### config.mk
export PLATFORM = sky130hd
export DESIGN_NAME = cpu_step_controller
export DESIGN_NICKNAME = d
export VERILOG_FILES = /design/src/rtl/cpu_step_controller.sv
export SDC_FILE = /design/constraint.sdc
export NUM_CORES = 1
export LEC_CHECK = 0
export BUFFER_PORTS_ARGS = -buffer_cell sky130_fd_sc_hd__buf_4
export CAP_MARGIN = 30
export CELL_PAD_IN_SITES_DETAIL_PLACEMENT = 0
export CELL_PAD_IN_SITES_GLOBAL_PLACEMENT = 1
export CORE_MARGIN = 3
export CORE_UTILIZATION = 40
export DETAILED_ROUTE_END_ITERATION = 7
export HOLD_SLACK_MARGIN = 0.03
export PLACE_DENSITY_LB_ADDON = 0.1
export SLEW_MARGIN = 20
export SYNTH_ARGS = -nofsm -noshare
export SYNTH_HDL_FRONTEND = slang
export SYNTH_SLANG_ARGS = --single-unit
### constraint.sdc
create_clock -name clk -period 3.4 [get_ports clk]
set_input_delay 0.17 -clock clk [delete_from_list [all_inputs] [get_ports clk]]
set_output_delay 0.17 -clock clk [all_outputs]
set_load 0.005 [all_outputs]
### src/rtl/cpu_step_controller.sv
// cpu_step_controller
//   Single-step / free-run controller for a pipelined CPU. A debounced push
//   button issues one advance pulse per press. A run switch issues a pulse
//   every RUN_DIV cycles. An optional PC breakpoint halts free-run.
//
// Build option:
//   CPU_STEP_BREAKPOINT_EN  define to enable the breakpoint/HALT feature.
//                           When it is undefined the bkpt_* and pc_fe ports
//                           are ignored and halted stays 0.
//
// Parameters:
//   DEBOUNCE_CYCLES  consecutive stable samples needed to accept a button change
//   RUN_DIV          clk cycles per cpu_en pulse in RUN (2 .. 2^32-1)
//
// Ports:
//   clk         single clock, rising edge
//   reset       asynchronous, active-high
//   step_btn    raw push-button (asynchronous)
//   run_sw      raw run-mode switch (asynchronous)
//   pc_fe       CPU fetch-stage PC
//   bkpt_addr   breakpoint PC
//   bkpt_valid  breakpoint armed
//   cpu_en      registered one-cycle advance pulse
//   halted      registered, high while in HALT
//   state       registered FSM state: IDLE=00 STEP=01 RUN=10 HALT=11
//   step_count  number of cpu_en pulses issued (wraps)
module cpu_step_controller #(
  parameter int unsigned DEBOUNCE_CYCLES = 500000,
  parameter int unsigned RUN_DIV         = 25000000
) (
  input  logic        clk,
  input  logic        reset,
  input  logic        step_btn,
  input  logic        run_sw,
  input  logic [31:0] pc_fe,
  input  logic [31:0] bkpt_addr,
  input  logic        bkpt_valid,
  output logic        cpu_en,
  output logic        halted,
  output logic [1:0]  state,
  output logic [31:0] step_count
);

  typedef enum logic [1:0] {
    ST_IDLE = 2'b00,
    ST_STEP = 2'b01,
    ST_RUN  = 2'b10,
    ST_HALT = 2'b11
  } state_e;

  localparam int unsigned     DB_W     = (DEBOUNCE_CYCLES > 1) ? $clog2(DEBOUNCE_CYCLES) : 1;
  localparam logic [DB_W-1:0] DB_LAST  = DB_W'(DEBOUNCE_CYCLES - 1);
  localparam logic [31:0]     DIV_LAST = 32'(RUN_DIV - 1);

  // Synchronizers
  logic btn_meta_q, btn_sync_q;
  logic run_meta_q, run_sync_q;

  // Debouncer
  logic [DB_W-1:0] db_cnt_q, db_cnt_d;
  logic            btn_db_q, btn_db_d;
  logic            btn_db_prev_q;
  logic            step_req;

  // FSM and datapath
  state_e      state_q, state_d;
  logic        cpu_en_q, cpu_en_d;
  logic        halted_q, halted_d;
  logic [31:0] div_q, div_d;
  logic [31:0] step_count_q, step_count_d;
  logic        bkpt_hit;

`ifdef CPU_STEP_BREAKPOINT_EN
  assign bkpt_hit = bkpt_valid && (pc_fe == bkpt_addr);
`else
  // Breakpoint ports stay on the interface but feed nothing.
  logic unused_bkpt;
  assign unused_bkpt = ^{bkpt_valid, pc_fe, bkpt_addr};
  assign bkpt_hit    = 1'b0;
`endif

  // The counter tracks how many samples in a row disagree with the accepted
  // level; the level flips on the DEBOUNCE_CYCLES-th such sample.
  always_comb begin
    // NOTE: every always_comb output gets a default first so no path leaves it
    // unassigned, which would otherwise infer a latch.
    db_cnt_d = '0;
    btn_db_d = btn_db_q;
    if (btn_sync_q != btn_db_q) begin
      if (db_cnt_q == DB_LAST) btn_db_d = btn_sync_q;
      else                     db_cnt_d = db_cnt_q + 1'b1;
    end
  end

  assign step_req = btn_db_q & ~btn_db_prev_q;

  // Next-state decision. The pulse decided here appears on cpu_en_q in the
  // following cycle, so suppression uses the inputs of the deciding cycle.
  always_comb begin
    state_d  = state_q;
    cpu_en_d = 1'b0;
    div_d    = '0;
    case (state_q)
      ST_IDLE: begin
        // run_sw wins; a coincident step_req is dropped.
        if (run_sw_ok())      state_d = ST_RUN;
        else if (step_req)    begin state_d = ST_STEP; cpu_en_d = 1'b1; end
      end
      ST_STEP: state_d = ST_IDLE;
      ST_RUN: begin
        if (!run_sync_q)      state_d = ST_IDLE;
        else if (bkpt_hit)    state_d = ST_HALT;
        else if (div_q == DIV_LAST) cpu_en_d = 1'b1;
        else                  div_d = div_q + 32'd1;
      end
      ST_HALT: begin
        if (!run_sync_q)      state_d = ST_IDLE;
        else if (step_req)    begin state_d = ST_STEP; cpu_en_d = 1'b1; end
      end
      default: state_d = ST_IDLE;
    endcase
`ifdef CPU_STEP_BREAKPOINT_EN
    halted_d = (state_d == ST_HALT);
`else
    halted_d = 1'b0;
`endif
    step_count_d = step_count_q + {31'd0, cpu_en_d};
  end

  function automatic logic run_sw_ok();
    return run_sync_q;
  endfunction

  always_ff @(posedge clk or posedge reset) begin
    if (reset) begin
      btn_meta_q    <= 1'b0;
      btn_sync_q    <= 1'b0;
      run_meta_q    <= 1'b0;
      run_sync_q    <= 1'b0;
      db_cnt_q      <= '0;
      btn_db_q      <= 1'b0;
      btn_db_prev_q <= 1'b0;
      state_q       <= ST_IDLE;
      cpu_en_q      <= 1'b0;
      halted_q      <= 1'b0;
      div_q         <= '0;
      step_count_q  <= '0;
    end else begin
      // NOTE: non-blocking assignments make every flop sample pre-edge values,
      // which is what lets the synchronizer chain be written in any order.
      btn_meta_q    <= step_btn;
      btn_sync_q    <= btn_meta_q;
      run_meta_q    <= run_sw;
      run_sync_q    <= run_meta_q;
      db_cnt_q      <= db_cnt_d;
      btn_db_q      <= btn_db_d;
      btn_db_prev_q <= btn_db_q;
      state_q       <= state_d;
      cpu_en_q      <= cpu_en_d;
      halted_q      <= halted_d;
      div_q         <= div_d;
      step_count_q  <= step_count_d;
    end
  end

  assign cpu_en     = cpu_en_q;
  assign halted     = halted_q;
  assign state      = state_q;
  assign step_count = step_count_q;

endmodule

==> impl_metrics.tcl, run 1 <==
set metrics [dict create \
    status "complete, no violations" \
    yosysWarnings 0 \
    final_layout_size_suffix_gt1_share_pct 19.3 \
    viasPerCell 4.95 \
    finalWirelength_um 8650 \
    die_h_um 110 \
    io_pins 105 \
    dp.cells 602 \
    setup_slack_ns 0.184 \
    leakage_nw 2.27 \
    synthArstFlopShare_pct 100 \
    clock_sinks 92 \
    htree_num_levels 3 \
    min_period_ns 3.22 \
    ys_ff_latch 92 \
    fill_cells 998 \
    wire_per_inst_um 13.9 \
    n_antenna_cell 0 \
    gr-total-overflow 0 \
    post-place-ws_ns -0.0177 \
    cp.required_ns 3.66 \
    cp-end-kind "flip-flop" \
    synth_cells 418 \
    syn_nets 492 \
    cts_buffer_depth 2 \
    yosys_most_used_dff "dfrtp_1" \
    die_w_um 110 \
    gp_congestion 0.751 \
    avgSynthCellArea_um2 10.4 \
    hold_viol_final 0 \
    worst_slew_pin_slew_ns 0.839 \
    max_freq_ghz 0.311 \
    drt_iter0_drc 115 \
    synth.distinct_cells 44 \
    crit_fanout 4 \
    max_slew_margin_pct 43.9 \
    mostFrequentLayoutCells "dfrtp_1, nor2_1, buf_4" \
    start_kind "flip-flop" \
    cts-root-buf "clkbuf_8" \
    synth_edf_count 0 \
    ys_seq_area_share_pct 53.1 \
    finalCritPeriodShare_pct 94.6 \
    drv_cap 0 \
    rsz0062_at_grt "yes" \
    setup_viol 0 \
    pwr_density_cell_nw_per_um2 369 \
    drc 0 \
    finish.utilization_pct 49.5 \
    fin_skew_ns 0.00938 \
    fin_cells 622 \
    final_nets 555 \
    final_common_cell "dfrtp_1" \
    num_rows 37 \
    antenna_found_initial 0 \
    grt_max_degree 37 \
    cp.arrival_ns 3.47 \
    drt_pass1_iterations 4 \
    tritoncts "built" \
    grt_pass1_vias 3009 \
    ir_worst_vdd_uv 236 \
    maxSlewViolCount 0 \
    dp_hpwl_um 5910 \
    critPathKind "reg2reg" \
    cts_made_buffers 9 \
    fp.coreArea_um2 10400 \
    synth_area_um2 4330 \
    die_area_um2 12100 \
    holdCritPathClass "in2async" \
    grt_usage_pct 16.2 \
    portBuffers 38 \
    vias 3082 \
    ant_nets 0 \
    cts.clk_slew.worst_paths_ns 0.09 \
    initial_core_util_pct 41.6 \
    area_growth_pct 19.1 \
    clk_latency_ns 0.37 \
    grt_pass1_wl_um 15000 \
]
metrics by stage:
stage / cell area [um2] / total power, mW / setup TNS [ns] / hold slack [ns]
2_1_floorplan: 4330 / 1.16 / 0 / 0.201
3_3_place_gp: 4860 / 1.18 / -0.0849 / 0.280
3_5_place_dp: 4880 / 1.18 / -0.0441 / 0.181
4_1_cts: 5110 / 1.94 / 0 / 0.313
5_1_grt: 5160 / 2.00 / -0.00803 / 0.341
6_report: 5160 / 1.91 / 0 / 0.334
worst max-delay path, cell delays in order (launching register included):
cell and delay (ns):
dfrtp_1 0.42, nor4b_4 0.32, nand4_1 0.13, or3_4 0.43
o31a_1 0.26, o21bai_2 0.20, ha_1 0.18, ha_1 0.16
and4_4 0.24, nor3b_4 0.20, buf_4 0.16, and3_2 0.22
nand2_1 0.07, xnor2_1 0.12
report_power, final:
group	internal (mW)	switching, mW	total [mW]
registers	1.10	0.00533	1.11
clock network	0.363	0.384	0.747
logic	0.0153	0.0382	0.0534
total	1.48	0.427	1.91
kinds of logic after synthesis:
logic type / Yosys count / share of synthesized area [%]
buffers and inverters: 26 / 3.18
AND/OR/NAND/NOR: 208 / 24.8
other: 1 / 0.0865
flip-flops: 92 / 53.1
AO/OA/AOI/OAI: 9 / 1.73
adder cells (fa/ha/maj): 5 / 1.44
XOR/XNOR: 76 / 15.4
multiplexers: 1 / 0.260
synth_stat cells (4+ instances only):
cell	count	area, um2
and3_1	13	81.3
and4_1	8	70.1
buf_2	4	20.0
buf_6	4	45.0
dfrtp_1	92	2300
ha_1	5	62.6
inv_1	14	52.6
nand2_1	29	109
nand3_1	25	125
nand4_1	18	113
nor2_1	70	263
nor3_1	9	45.0
nor4_1	16	100
xnor2_1	57	499
xor2_1	19	166
final cells by class:
type / instances / area, um2 / share of cell area, %
Multi-Input combinational cell: 300 / 1940 / 37.6
Sequential cell: 92 / 2300 / 44.6
Clock inverter: 3 / 46.3 / 0.897
Timing Repair Buffer: 64 / 500 / 9.70
Clock buffer: 13 / 149 / 2.88
Inverter: 14 / 53.8 / 1.04
Tap cell: 136 / 170 / 3.30
metal layers:
| metal | wire, um | global-route usage, % | vias to the layer above | share of wire [%] |
|---|---|---|---|---|
| met3 | 354 | 4.25 | 12 | 4.1 |
| met5 | 0 | 0 | - | 0 |
| li1 | - | - | 1539 | - |
| met4 | 201 | 7.75 | 0 | 2.3 |
| met2 | 3810 | 23.2 | 47 | 44 |
| met1 | 4280 | 22.6 | 1484 | 50 |
path summary, 6_finish.rpt:
path	startpoint	to	slack, ns	cells past startpoint
max	div_q[10]$_DFF_PP0_	step_count[26]$_DFF_PP0_	0.18	13
max reg2reg	div_q[10]$_DFF_PP0_	step_count[26]$_DFF_PP0_	0.18	13
min	reset	step_count[18]$_DFF_PP0_	0.33	3
min in group clk	run_meta_q$_DFF_PP0_	run_sync_q$_DFF_PP0_	0.35	0
max in group asynchronous	reset	div_q[28]$_DFF_PP0_	2.24	5
min reg2reg	run_meta_q$_DFF_PP0_	run_sync_q$_DFF_PP0_	0.35	0
registers in the layout, summed over array words and instances (netlist names):
name           count
state              2
db_cnt_q          19
step_count        32
div_q             32
run_sync_q         1
btn_db_q           1
btn_sync_q         1
run_meta_q         1
btn_meta_q         1
cpu_en             1
btn_db_prev_q      1
what timing repair did:
item,in CTS,in global routing
pin swaps,0,2
hold endpoints to repair,22,0
setup endpoints to repair,5,11
buffers inserted,0,1
hold buffers,3,0
resized for setup,1,8
(Power assumes the default switching activity.)
==> run 2: changes to the inputs <==
--- a/config.mk
+++ b/config.mk
@@ -14,6 +14,7 @@
 export DETAILED_ROUTE_END_ITERATION = 7
 export HOLD_SLACK_MARGIN = 0.03
 export PLACE_DENSITY_LB_ADDON = 0.1
+export REMOVE_ABC_BUFFERS = 1
 export SLEW_MARGIN = 20
 export SYNTH_ARGS = -nofsm -noshare
 export SYNTH_HDL_FRONTEND = slang
==> constraint.sdc (replaced) <==
create_clock -name clk -period 3.16 [get_ports clk]
set_input_delay 0.158 -clock clk [delete_from_list [all_inputs] [get_ports clk]]
set_output_delay 0.158 -clock clk [all_outputs]
set_load 0.005 [all_outputs]
==> run 2 against run 1 <==
Against the previous run:
- setup slack got worse by 0.0084 ns
- non-clock buffer count rose by 11
- clock power rose by 2%
- worst hold slack improved by 0.045 ns
- utilization rose by 1.0 points
- sequential power rose by 7%
- power rose by 5.5%
- via count rose by 1.4%
- sequential share of layout area fell by 0.89 points
- clock skew rose by 0.0043 ns
==> impl_metrics.tcl, run 2 (synthesized netlist as in run 1, its figures left out) <==
set metrics [dict create \
    worst_slew_pin_slew_ns 0.811 \
    die_h_um 110 \
    min_path_cells 0 \
    ff2ff_setup_slack_ns 0.18 \
    gp_congestion 0.772 \
    finalCritPeriodShare_pct 94.4 \
    crit_fanout 4 \
    ant_nets 0 \
    holdPathEnd "run_sync_q$_DFF_PP0_" \
    grt_usage_pct 15.4 \
    fill_cells 983 \
    grt_pass1_vias 3099 \
    cts.clk_slew.worst_paths_ns 0.10 \
    final_nets 566 \
    num_rows 37 \
    maxSlewViolCount 0 \
    cts-root-buf "clkbuf_8" \
    finalWirelength_um 8520 \
    n_antenna_cell 0 \
    stdcell_area_um2 5270 \
    cts_made_buffers 9 \
    pwr_density_cell_nw_per_um2 382 \
    die_w_um 110 \
    htree_num_levels 3 \
    clk_latency_ns 0.36 \
    holdCritPathClass "reg2reg" \
    area_growth_pct 21.5 \
    wire_per_inst_um 13.5 \
    setup_viol 0 \
    setup_tns_ns 0 \
    r2r-start "div_q[0]$_DFF_PP0_" \
    drt_pass1_iterations 4 \
    cp.required_ns 3.42 \
    cp.arrival_ns 3.24 \
    cp-end-kind "flip-flop" \
    leakage_nw 2.31 \
    min_period_ns 2.98 \
    portBuffers 38 \
    placed_area_um2 4950 \
    grt_pass1_wl_um 14700 \
    critPathKind "reg2reg" \
    start_kind "flip-flop" \
    fp.coreArea_um2 10400 \
    tritoncts "built" \
    setup_slack_ns 0.176 \
    clock_sinks 92 \
    max_slew_margin_pct 45.9 \
    die_area_um2 12100 \
    final_common_cell "dfrtp_1" \
    initial_core_util_pct 41.6 \
    worstReg2RegEnd "step_count[28]$_DFF_PP0_" \
    io_pins 105 \
    ir_worst_vdd_uv 267 \
    drc 0 \
    cts_buffer_depth 2 \
    mostFrequentLayoutCells "dfrtp_1, buf_4, nor2_1" \
    dp_hpwl_um 5950 \
    vias 3126 \
    antenna_found_initial 0 \
    post-place-ws_ns -0.0581 \
    final_layout_size_suffix_gt1_share_pct 22.7 \
    hold_viol_final 0 \
    grt_max_degree 48 \
    drt_iter0_drc 94 \
    worst-r2r-cell-count 14 \
    viasPerCell 4.94 \
    status "complete, no violations" \
    drv_cap 0 \
    gr-total-overflow 0 \
    fin_skew_ns 0.0137 \
    max_freq_ghz 0.335 \
    min_from "run_meta_q$_DFF_PP0_" \
]
## run 2: routing by layer
| metal | track usage, % | vias up | wire (um) |
|---|---|---|---|
| met5 | 0 | - | 0 |
| met2 | 26.1 | 51 | 4180 |
| met1 | 19.8 | 1502 | 3900 |
| met3 | 3.49 | 11 | 329 |
| met4 | 4.54 | 0 | 111 |
| li1 | - | 1562 | - |
## run 2: power by group
| group | internal [mW] | switching (mW) | total (mW) |
|---|---|---|---|
| clock network | 0.323 | 0.440 | 0.763 |
| logic | 0.0155 | 0.0407 | 0.0562 |
| registers | 1.18 | 0.00603 | 1.19 |
## run 2: how the worst max path moves through the flow
stage | cells past startpoint | slack, ns | start | end
3_5_place_dp | 13 | -0.06 | div_q[8]$_DFF_PP0_ | step_count[31]$_DFF_PP0_
6_report | 14 | 0.18 | div_q[0]$_DFF_PP0_ | step_count[28]$_DFF_PP0_
4_1_cts | 13 | 0.001 | div_q[7]$_DFF_PP0_ | step_count[31]$_DFF_PP0_
5_1_grt | 14 | -0.03 | div_q[0]$_DFF_PP0_ | step_count[27]$_DFF_PP0_
2_1_floorplan | 12 | 0.05 | div_q[17]$_DFF_PP0_ | step_count[26]$_DFF_PP0_
3_3_place_gp | 13 | -0.06 | div_q[8]$_DFF_PP0_ | step_count[31]$_DFF_PP0_
## run 2: critical path, cell delays in order, from the launching register on
cell and delay (ns):
dfrtp_1 0.36, ha_2 0.19, and3_4 0.18, nand3_2 0.11, or3_4 0.39, o31a_1 0.26, o21bai_2 0.17, ha_1 0.17
ha_1 0.16, and4_1 0.21, nor3b_2 0.15, buf_4 0.15, and3_4 0.20, nand2_1 0.07, xnor2_1 0.12
## run 2: final cells by class
type | count | area (um2) | area share (%)
Timing Repair Buffer | 75 | 571 | 10.8
Multi-Input combinational cell | 300 | 1980 | 37.6
Sequential cell | 92 | 2300 | 43.7
Inverter | 14 | 53.8 | 1.02
Clock inverter | 6 | 53.8 | 1.02
Tap cell | 136 | 170 | 3.23
Clock buffer | 10 | 138 | 2.61
## run 2: timing repair
item / CTS / global route
hold buffers: 3 / 0
endpoints found under the setup margin: 8 / 21
hold endpoints to repair: 47 / 0
pin swaps: 0 / 6
buffers inserted: 0 / 1
resized for setup: 3 / 13
## run 2: metrics by stage
stage / hold slack, ns / cells / util, % / total power, mW
after floorplan: 0.189 / 406 / - / 1.25
after global placement: 0.268 / 613 / 47.5 / 1.27
after detailed placement: 0.268 / 613 / 47.5 / 1.27
after CTS: 0.386 / 632 / 49.8 / 2.05
after global routing: 0.383 / 633 / 50.6 / 2.10
final: 0.379 / 633 / 50.6 / 2.01
